===== src/rtl/gpio_param.sv =====
// gpio_param: register-mapped GPIO block with per-input synchronizer and
// debounce, edge-triggered sticky status, output register and an
// active-low interrupt.
//
// Ports
//   clk, reset     clock, synchronous active-high reset
//   CS_N, RD_N     active-low chip select / read strobe
//   WR_N           active-low write strobe
//   Addr[11:0]     byte offset
//   DataIn[31:0]   write data
//   DataOut[31:0]  combinational read data (0 when not reading)
//   in_pins        raw asynchronous inputs, N_IN wide
//   out_pins       OUT register, N_OUT wide
//   Intr           active-low interrupt
//
// Register map
//   0x00 IN_LEVEL (RO)  0x04 STATUS (RO, W1C)  0x08 RISE_EN  0x0C FALL_EN
//   0x10 OUT            0x14 IRQ_MASK
//
// Build option: define GPIO_PARAM_IRQ_MASK_EN to implement IRQ_MASK as a
// read/write register. Without it 0x14 reads 0, writes are dropped and every
// STATUS bit drives the interrupt.

// One input lane: 2-flop synchronizer followed by a debounce counter.
// toggle is combinational so the parent can set STATUS on the very edge
// where level flips.
module gpio_param_lane #(
   parameter int DEB_CYCLES = 15
) (
   input  logic clk,
   input  logic reset,
   input  logic pin,
   output logic level,
   output logic toggle
);
   logic       sync1, sync2;
   logic [7:0] cnt;

   // the edge on which the count would reach DEB_CYCLES flips the level
   assign toggle = (sync2 != level) && (cnt == 8'(DEB_CYCLES - 1));

   always_ff @(posedge clk) begin
      if (reset) begin
         sync1 <= 1'b0;
         sync2 <= 1'b0;
         cnt   <= 8'd0;
         level <= 1'b0;
      end else begin
         sync1 <= pin;
         sync2 <= sync1;
         if (toggle) begin
            level <= ~level;
            cnt   <= 8'd0;
         end else if (sync2 != level) begin
            cnt <= cnt + 8'd1;
         end else begin
            cnt <= 8'd0;
         end
      end
   end
endmodule

module gpio_param #(
   parameter int          N_IN       = 12,
   parameter int          N_OUT      = 10,
   parameter int          DEB_CYCLES = 15,
   parameter logic [31:0] OUT_RST    = 32'h0
) (
   input  logic              clk,
   input  logic              reset,
   input  logic              CS_N,
   input  logic              RD_N,
   input  logic              WR_N,
   input  logic [11:0]       Addr,
   input  logic [31:0]       DataIn,
   output logic [31:0]       DataOut,
   input  logic [N_IN-1:0]   in_pins,
   output logic [N_OUT-1:0]  out_pins,
   output logic              Intr
);
   logic [N_IN-1:0]  level, toggle, set, clr;
   logic [N_IN-1:0]  status, rise_en, fall_en, irq_mask;
   logic [N_OUT-1:0] out_reg;
   logic             we;
   logic             unused_data;

   gpio_param_lane #(.DEB_CYCLES(DEB_CYCLES)) u_lane [N_IN-1:0] (
      .clk    (clk),
      .reset  (reset),
      .pin    (in_pins),
      .level  (level),
      .toggle (toggle)
   );

   assign we = !CS_N && !WR_N;

   // level still holds the pre-toggle value here: 0 means a rising edge
   assign set = toggle & ((~level & rise_en) | (level & fall_en));
   assign clr = (we && Addr == 12'h004) ? DataIn[N_IN-1:0] : '0;

   always_ff @(posedge clk) begin
      if (reset) begin
         status  <= '0;
         rise_en <= '0;
         fall_en <= '0;
         out_reg <= OUT_RST[N_OUT-1:0];
      end else begin
         // OR-ing set after the clear lets a simultaneous set win
         status <= (status & ~clr) | set;
         if (we && Addr == 12'h008) rise_en <= DataIn[N_IN-1:0];
         if (we && Addr == 12'h00C) fall_en <= DataIn[N_IN-1:0];
         if (we && Addr == 12'h010) out_reg <= DataIn[N_OUT-1:0];
      end
   end

`ifdef GPIO_PARAM_IRQ_MASK_EN
   always_ff @(posedge clk) begin
      if (reset)                         irq_mask <= '1;
      else if (we && Addr == 12'h014)    irq_mask <= DataIn[N_IN-1:0];
   end
`else
   assign irq_mask = '1;
`endif

   always_comb begin
      DataOut = '0;
      if (!CS_N && !RD_N) begin
         case (Addr)
            12'h000: DataOut = 32'(level);
            12'h004: DataOut = 32'(status);
            12'h008: DataOut = 32'(rise_en);
            12'h00C: DataOut = 32'(fall_en);
            12'h010: DataOut = 32'(out_reg);
`ifdef GPIO_PARAM_IRQ_MASK_EN
            12'h014: DataOut = 32'(irq_mask);
`endif
            default: DataOut = '0;
         endcase
      end
   end

   assign out_pins = out_reg;
   assign Intr     = ~|(status & irq_mask);

   // DataIn bits above the register widths have no destination
   assign unused_data = ^DataIn;
endmodule


===== config.mk =====
export PLATFORM = sky130hd
export DESIGN_NAME = gpio_param
export DESIGN_NICKNAME = d
export VERILOG_FILES = /design/src/rtl/gpio_param.sv
export SDC_FILE = /design/constraint.sdc
export NUM_CORES = 1
export LEC_CHECK = 0
export ABC_AREA = 1
export CAP_MARGIN = 20
export CORE_MARGIN = 5
export CORE_UTILIZATION = 51
export CTS_CLUSTER_DIAMETER = 150
export DETAILED_ROUTE_END_ITERATION = 10
export GPL_TIMING_DRIVEN = 0
export HOLD_SLACK_MARGIN = 0.06
export PLACE_DENSITY = 0.71
export SETUP_SLACK_MARGIN = 0.05
export SYNTH_ARGS = -nofsm -noshare
export SYNTH_HDL_FRONTEND = slang
export SYNTH_SLANG_ARGS = --single-unit

===== constraint.sdc =====
create_clock -name clk -period 2.3 [get_ports clk]
set_input_delay 0.46 -clock clk [delete_from_list [all_inputs] [get_ports clk]]
set_output_delay 0.46 -clock clk [all_outputs]
set_load 0.005 [all_outputs]

---- After elaboration in Yosys (flattened, before gate mapping) ----
Cells that the tools add are included.
W data, S select, Z words.
word-level totals
  bits in registers ....................... 178
  output and inout bits ................... 43
  word-level logic and storage cells ...... 163
  bits of input ports ..................... 61
operators by class
  add/subtract/negate cells ............... 12
  reduce and logical (&&, ||, !) cells .... 36
  bitwise logic cells ..................... 32
  muxes and demuxes ....................... 3
  eq/ne operators ......................... 28
operators with widths
  kind                   number
  $add A8 B1 Y8 const B  12
  $eq A8 B4 Y1 const B   12
  $pmux W12 S5           1
  $and A12 B12 Y12       4
  $reduce_or A3 Y1       12
  $eq A12 B4 Y1 const B  2
  $mux W12               2
  $not A1 Y1             24
  $not A12 Y12           2
  $or A12 B12 Y12        2
  $logic_and A1 B1 Y1    18
  $eq A12 B3 Y1 const B  1
  $eq A12 B5 Y1 const B  1
  $logic_not A12 Y1      1
  $ne A1 B1 Y1           12
  $reduce_or A12 Y1      1
  $logic_not A1 Y1       4

---- Logic depth before layout (Yosys ltp) ----
Gate-level depths: netlist of the first run.
  word-level depth ........................ 7
  gate-level depth with buffers ........... 11
  depth with buffers taken out ............ 10

---- Modules after synthesis ----
From an unflattened synthesis of the first run, not the netlist that was laid out.
second synthesis, totals
  cells, all modules ...................... 1240
  area, all modules ....................... 9236.4 um2
modules (own cells, without submodules)
  module           times used  area an instance (um2)  sequential area each (um2)  cells each
  gpio_param_lane  12          543.0                   220.2                       68
  gpio_param       1           2720.1                  920.9                       424

---- Least setup slack after synthesis of the first run ----
Ideal clock, no wire load.
  path kind ............................... input-to-output
  start ................................... input port Addr[11]
  end ..................................... output port DataOut[2]
  data required time ...................... 1840 ps
  path buffers ............................ 1
  cell stages on the path ................. 10
  data arrival time ....................... 1353 ps
  setup slack ............................. 487 ps
  cells stage by stage .................... nor2_1 nand2_1 nor2_4 nand2_1 nand2_1 inv_1 nand2_1 nand2_1 buf_6 nor2_1
between the ends
  longest elaborated chain between the ends .. 3
  elaborated cells between the ends (all ways) .. 7
  those cells by class .................... eq/ne: 4; mux: 2; reduce/logical: 1
ends and longest elaborated chain
  what                                         line  source
  from (decl)                                  74    input logic [11:0] Addr,
  $eq A12 B5 Y1, or another cell as far along  128   case (Addr)
  $pmux W12 S5 (*)                             128
  $mux W12 (*)                                 127   if (!CS_N && !RD_N) begin
  to (decl)                                    76    output logic [31:0] DataOut,
Every way passes the cells marked *; elsewhere a longest branch is shown, timed or not.

---- Final worst setup path of the first run ----
  start ................................... input port Addr[10]
  end ..................................... output port DataOut[3]
Same word-level chain as after synthesis.

==> results of run 1 <==
## through the flow
step | worst slack, ns | instances
after detailed placement | -0.972 | 1363
after CTS | 0.0509 | 1421
after global routing | -0.0165 | 1422
final | 0.0367 | 1422
after floorplan | 0.487 | 1089
after global placement | -0.931 | 1363
## critical path, cell delays in order
cell,delay [ns]
buf_2,0.12
nor2_4,0.08
nand2_2,0.08
nor2_4,0.13
buf_6,0.12
buf_6,0.10
buf_8,0.13
buf_8,0.15
nand3_4,0.08
nand3_4,0.07
nor2_4,0.04
nor2_4,0.10
buf_2,0.13
## layout make-up
| cell class | instances | area [um^2] |
|---|---|---|
| fillers | 1252 | 4860 |
| multi-input cells | 739 | 4180 |
| flip-flops and latches | 178 | 3560 |
| repair buffers | 90 | 910 |
| inverters | 125 | 469 |
| clock buffers | 18 | 429 |
| plain buffers | 47 | 364 |
| well taps | 211 | 264 |
| clock inverters | 14 | 224 |
## power groups by stage
stage	Clock (mW)	Combinational (mW)	Sequential, mW
2_1_floorplan	0	0.125	3.19
3_3_place_gp	0	0.245	3.19
3_5_place_dp	0	0.247	3.19
4_1_cts	3.22	0.267	3.12
5_1_grt	3.38	0.311	3.12
6_report	3.17	0.290	3.12
## worst max path at each step
stage	startpoint	slack [ns]	end	cells past startpoint
after floorplan	Addr[11]	0.49	DataOut[2]	10
after global placement	Addr[1]	-0.93	DataOut[3]	10
after detailed placement	Addr[1]	-0.97	DataOut[3]	10
after CTS	Addr[2]	0.05	DataOut[11]	12
after global routing	Addr[10]	-0.02	DataOut[6]	13
final	Addr[10]	0.04	DataOut[3]	13
## synth_stat cells (all sizes together)
library cell	instances	area (um^2)
buf	38	263
conb	1	3.75
nor2	195	757
dfxtp	178	3560
nor4	4	25.0
and3	6	37.5
o2111ai	1	8.76
inv	124	465
nor3	18	90.1
ha	24	300
xor2	31	272
or2	7	43.8
xnor2	11	96.3
a21oi	63	315
nor3b	18	135
nand4	22	138
clkinv	1	3.75
o21ai	66	330
nand3	120	601
o211ai	1	7.51
clkbuf	9	35.0
nand2	132	495
## state kept, by name (all words and copies together) (netlist names)
| register | flops |
|---|---|
| rise_en | 12 |
| u_lane.cnt | 96 |
| status | 12 |
| u_lane.level | 12 |
| out_pins | 10 |
| fall_en | 12 |
| u_lane.sync2 | 12 |
| u_lane.sync1 | 12 |
## logic make-up after synthesis
| logic type | Yosys count | synth area share, % |
|---|---|---|
| DFF | 178 | 44.6 |
| AOI/OAI and AO/OA | 131 | 8.29 |
| and+or+nand+nor | 522 | 29.1 |
| other | 1 | 0.0470 |
| adders and majority gates | 24 | 3.76 |
| xor gates and xnor gates | 42 | 4.61 |
| buffers and inverters | 172 | 9.60 |
## timing repair
item / 4_1_cts / 5_1_grt
resized for setup: 178 / 74
cloned: 6 / 0
setup endpoints to repair: 13 / 12
buffers inserted: 20 / 2
pin swaps: 40 / 38
## metal layers
metal  track usage, %  vias up  part of all wire [%]
li1                 -     3688                     -
met1             28.5     3322                    43
met2             34.2      300                    46
met3             6.39       58                   8.2
met4             7.89        0                   2.6
met5                0        -                     0
==> results.sh, run 1 <==
export IMPL_coreArea_um2=15300
export IMPL_finClkSkew_ns=0.00999
export IMPL_pwr_share_clk_pct=48.2
export IMPL_rsz0062_at_grt="true"
export IMPL_cts_buffer_depth=2
export IMPL_drive_gt1_share_pct=17.5
export IMPL_die_w_um=135
export IMPL_drt_first_pass_iters=6
export IMPL_routabilityCongestion=0.888
export IMPL_hp_class="reg2reg"
export IMPL_status="complete, no violations"
export IMPL_grt_pass1_vias=6729
export IMPL_r2r_start="u_lane[4].cnt[0]"
export IMPL_cts_sinks=178
export IMPL_insertion_delay_ns=0.43
export IMPL_final_antenna_net_count=0
export IMPL_overflow=0
export IMPL_grt_start_max_net_pins=17
export IMPL_antenna_cells=0
export IMPL_r2r_end="u_lane[4].cnt[5]"
export IMPL_portBuffers=63
export IMPL_grt_pass1_wl_mm=31.9
export IMPL_drt_iter0_drc=549
export IMPL_tritoncts="yes"
export IMPL_wl_mm=20.3
export IMPL_vias=7368
export IMPL_combPwrFrac_pct=4.4
export IMPL_crit_path_end_kind="output pin"
export IMPL_internal_power_mw=5.18
export IMPL_rows=45
export IMPL_vias_per_cell=5.18
export IMPL_htree_levels=4
export IMPL_finalNetCount=1283
export IMPL_finalCoreUtilization_pct=68.2
export IMPL_design_power_total_mw=6.58
export IMPL_crit_required_ns=1.84
export IMPL_hold_violations=0
export IMPL_drc_errors=0
export IMPL_min_delay_path_depth=2
export IMPL_cp_max_fo=6
export IMPL_wl_per_cell_um=14.3
export IMPL_hold_ws_ns=0.404
export IMPL_criticalPathCategory="in2out"
export IMPL_syn_area_per_cell_um2=7.46
export IMPL_synth_area_um2=7990
export IMPL_start_util_pct=52.3
export IMPL_max_cap_violations=0
export IMPL_final_area_um2=10400
export IMPL_tightest_slew_ns=0.659
export IMPL_dp_hpwl_mm=13.2
export IMPL_hold_start="u_lane[0].sync1"
export IMPL_netlist_instances=1070
export IMPL_ioPinCount=104
export IMPL_slew_violations=0
export IMPL_whs_endpoint="u_lane[0].sync2"
export IMPL_p_per_area_nw_per_um2=633
export IMPL_rrSetupSlack_ns=0.80
export IMPL_period_needed_ns=2.26
export IMPL_worstRegToRegCells=7
export IMPL_layout_common_cells="dfxtp_1 (178), nor2_1 (160), nand2_1 (123)"
export IMPL_cts_root_buf="clkbuf_16"
export IMPL_hold_buffers=0
export IMPL_startpoint_type="input port"
export IMPL_slew_headroom_pct=56.1
export IMPL_syn_to_final_growth_pct=30.3
export IMPL_antenna_found_initial=0
export IMPL_synth_warnings=0
export IMPL_p_seq_share_pct=47.4
export IMPL_ir_drop_uv=604
export IMPL_dieArea_um2=18300
export IMPL_p_switching_mw=1.40
export IMPL_die_h_um=135
export IMPL_leakagePower_nw=4.08
export IMPL_clk_pin_slew_ns=0.07
export IMPL_cp_data_arrival_time_ns=1.80
export IMPL_ys_types=30
export IMPL_fmax_ghz=0.442
export IMPL_fin_crit_sh_pct=98.4
export IMPL_numCtsBuffers=17
export IMPL_setup_viol=0
export IMPL_place_area_um2=8950
export IMPL_netSwitchingFraction_pct=21.3
export IMPL_ys_seq_elements=178
export IMPL_grt_total_usage_pct=21.8
export IMPL_final_common_cell="dfxtp_1"
export IMPL_synth_seq_area_share_pct=44.6
export IMPL_setup_tns_ns=0
Note: power is estimated with default switching activity, not from simulation.
==> inputs of run 2 (changes only) <==
- SKIP_CTS_REPAIR_TIMING: not set -> 1
- SLEW_MARGIN: not set -> 20
==> results.sh, run 2 (same netlist as run 1, synthesis figures left out) <==
export IMPL_start_util_pct=52.3
export IMPL_final_antenna_net_count=0
export IMPL_cpMaxStageDelayCell="nor2_4"
export IMPL_insertion_delay_ns=0.43
export IMPL_portBuffers=63
export IMPL_numCtsBuffers=17
export IMPL_hold_ws_ns=0.403
export IMPL_cts_root_buf="clkbuf_16"
export IMPL_drt_iter0_drc=599
export IMPL_tritoncts="yes"
export IMPL_grt_pass1_vias=6372
export IMPL_final_common_cell="dfxtp_1"
export IMPL_largest_register="u_lane.cnt"
export IMPL_setup_tns_ns=0
export IMPL_fin_crit_sh_pct=99.8
export IMPL_drive_gt1_share_pct=15.9
export IMPL_final_area_um2=10200
export IMPL_ioPinCount=104
export IMPL_dp_hpwl_mm=13.2
export IMPL_pwr_share_clk_pct=48.3
export IMPL_dp_cells=1363
export IMPL_crit_buf_inv=5
export IMPL_antenna_found_initial=0
export IMPL_die_w_um=135
export IMPL_routabilityCongestion=0.888
export IMPL_layout_common_cells="dfxtp_1 (178), nor2_1 (164), nand2_1 (125)"
export IMPL_clk_pin_slew_ns=0.07
export IMPL_fmax_ghz=0.435
export IMPL_grt_total_usage_pct=20.4
export IMPL_vias=7256
export IMPL_rsz0062_at_grt="true"
export IMPL_period_needed_ns=2.30
export IMPL_wl_per_cell_um=14.0
export IMPL_rows=45
export IMPL_finalNetCount=1274
export IMPL_leakagePower_nw=4.02
export IMPL_worstPathCellList="clkbuf_2 > nor2_1 > nand2_2 > nor2_4 > buf_6 > buf_12 > buf_8 > nand3_1 > nand2_1 > nor2_2 > nor2_4 > clkbuf_2"
export IMPL_ir_drop_uv=618
export IMPL_combPwrFrac_pct=4.2
export IMPL_place_area_um2=8950
export IMPL_wl_mm=19.8
export IMPL_netSwitchingFraction_pct=21.2
export IMPL_hold_violations=0
export IMPL_drc_errors=0
export IMPL_cp_data_arrival_time_ns=1.84
export IMPL_vias_per_cell=5.14
export IMPL_crit_family="simple AND/OR/NAND/NOR gates"
export IMPL_antenna_cells=0
export IMPL_cts_sinks=178
export IMPL_criticalPathCategory="in2out"
export IMPL_slew_headroom_pct=54.2
export IMPL_final_cells=1413
export IMPL_design_power_total_mw=6.57
export IMPL_internal_power_mw=5.18
export IMPL_slew_violations=0
export IMPL_startpoint_type="input port"
export IMPL_tightest_slew_ns=0.685
export IMPL_drt_first_pass_iters=6
export IMPL_coreArea_um2=15300
export IMPL_htree_levels=4
export IMPL_max_cap_violations=0
export IMPL_setup_viol=0
export IMPL_p_switching_mw=1.39
export IMPL_overflow=0
export IMPL_grt_start_max_net_pins=17
export IMPL_critical_path_max_stage_delay_ns=0.20
export IMPL_crit_required_ns=1.84
export IMPL_p_seq_share_pct=47.5
export IMPL_largest_reg_flops=96
export IMPL_syn_to_final_growth_pct=27.9
export IMPL_fillCellCount=1278
export IMPL_cts_buffer_depth=2
export IMPL_finClkSkew_ns=0.00974
export IMPL_status="complete, no violations"
export IMPL_p_per_area_nw_per_um2=643
export IMPL_crit_path_end_kind="output pin"
export IMPL_hp_class="reg2reg"
export IMPL_die_h_um=135
export IMPL_cp_max_fo=6
export IMPL_dieArea_um2=18300
export IMPL_grt_pass1_wl_mm=30.1
-- run 2: metal layers --
layer | wire length (um) | GRT usage, % | vias up
li1 | - | - | 3667
met1 | 8600 | 27.7 | 3259
met2 | 8900 | 32.1 | 273
met3 | 1790 | 5.27 | 57
met4 | 531 | 6.16 | 0
met5 | 0 | 0 | -
-- run 2: path summary, 6_finish.rpt --
check | from | slack, ns | end | cells past startpoint
setup / recovery | Addr[10] | 0.004 | DataOut[11] | 12
hold / removal | u_lane[0].sync1 | 0.40 | u_lane[0].sync2 | 2
setup reg to reg | u_lane[4].cnt[0] | 0.80 | u_lane[4].cnt[5] | 7
hold reg to reg | u_lane[0].sync1 | 0.40 | u_lane[0].sync2 | 2
-- run 2: layout make-up --
class                           instances  area, um^2  share of cell area (%)
Timing Repair Buffer                   81         815                    7.97
Clock inverter                         14         224                    2.19
Multi-Input combinational cell        739        4070                    39.8
Inverter                              125         469                    4.59
Sequential cell                       178        3560                    34.9
Tap cell                              211         264                    2.58
Clock buffer                           18         429                    4.20
Buffer                                 47         382                    3.74
-- run 2: power groups by stage --
stage / Sequential (mW) / Clock [mW] / Combinational, mW
after CTS: 3.12 / 3.22 / 0.248
after detailed placement: 3.19 / 0 / 0.247
after floorplan: 3.19 / 0 / 0.125
after global routing: 3.12 / 3.38 / 0.298
final: 3.12 / 3.17 / 0.274
after global placement: 3.19 / 0 / 0.245
-- run 2: worst min-delay path, stage by stage, from the launching register on --
cell	delay, ns
dfxtp_1	0.30
inv_1	0.04
nor2_1	0.03
-- run 2: stage by stage --
| stage | util (%) | worst slack, ns |
|---|---|---|
| after floorplan | - | 0.487 |
| after global placement | 58.7 | -0.931 |
| after detailed placement | 58.7 | -0.972 |
| after CTS | 63.0 | -0.975 |
| after global routing | 67.0 | -0.0564 |
| final | 67.0 | 0.00358 |
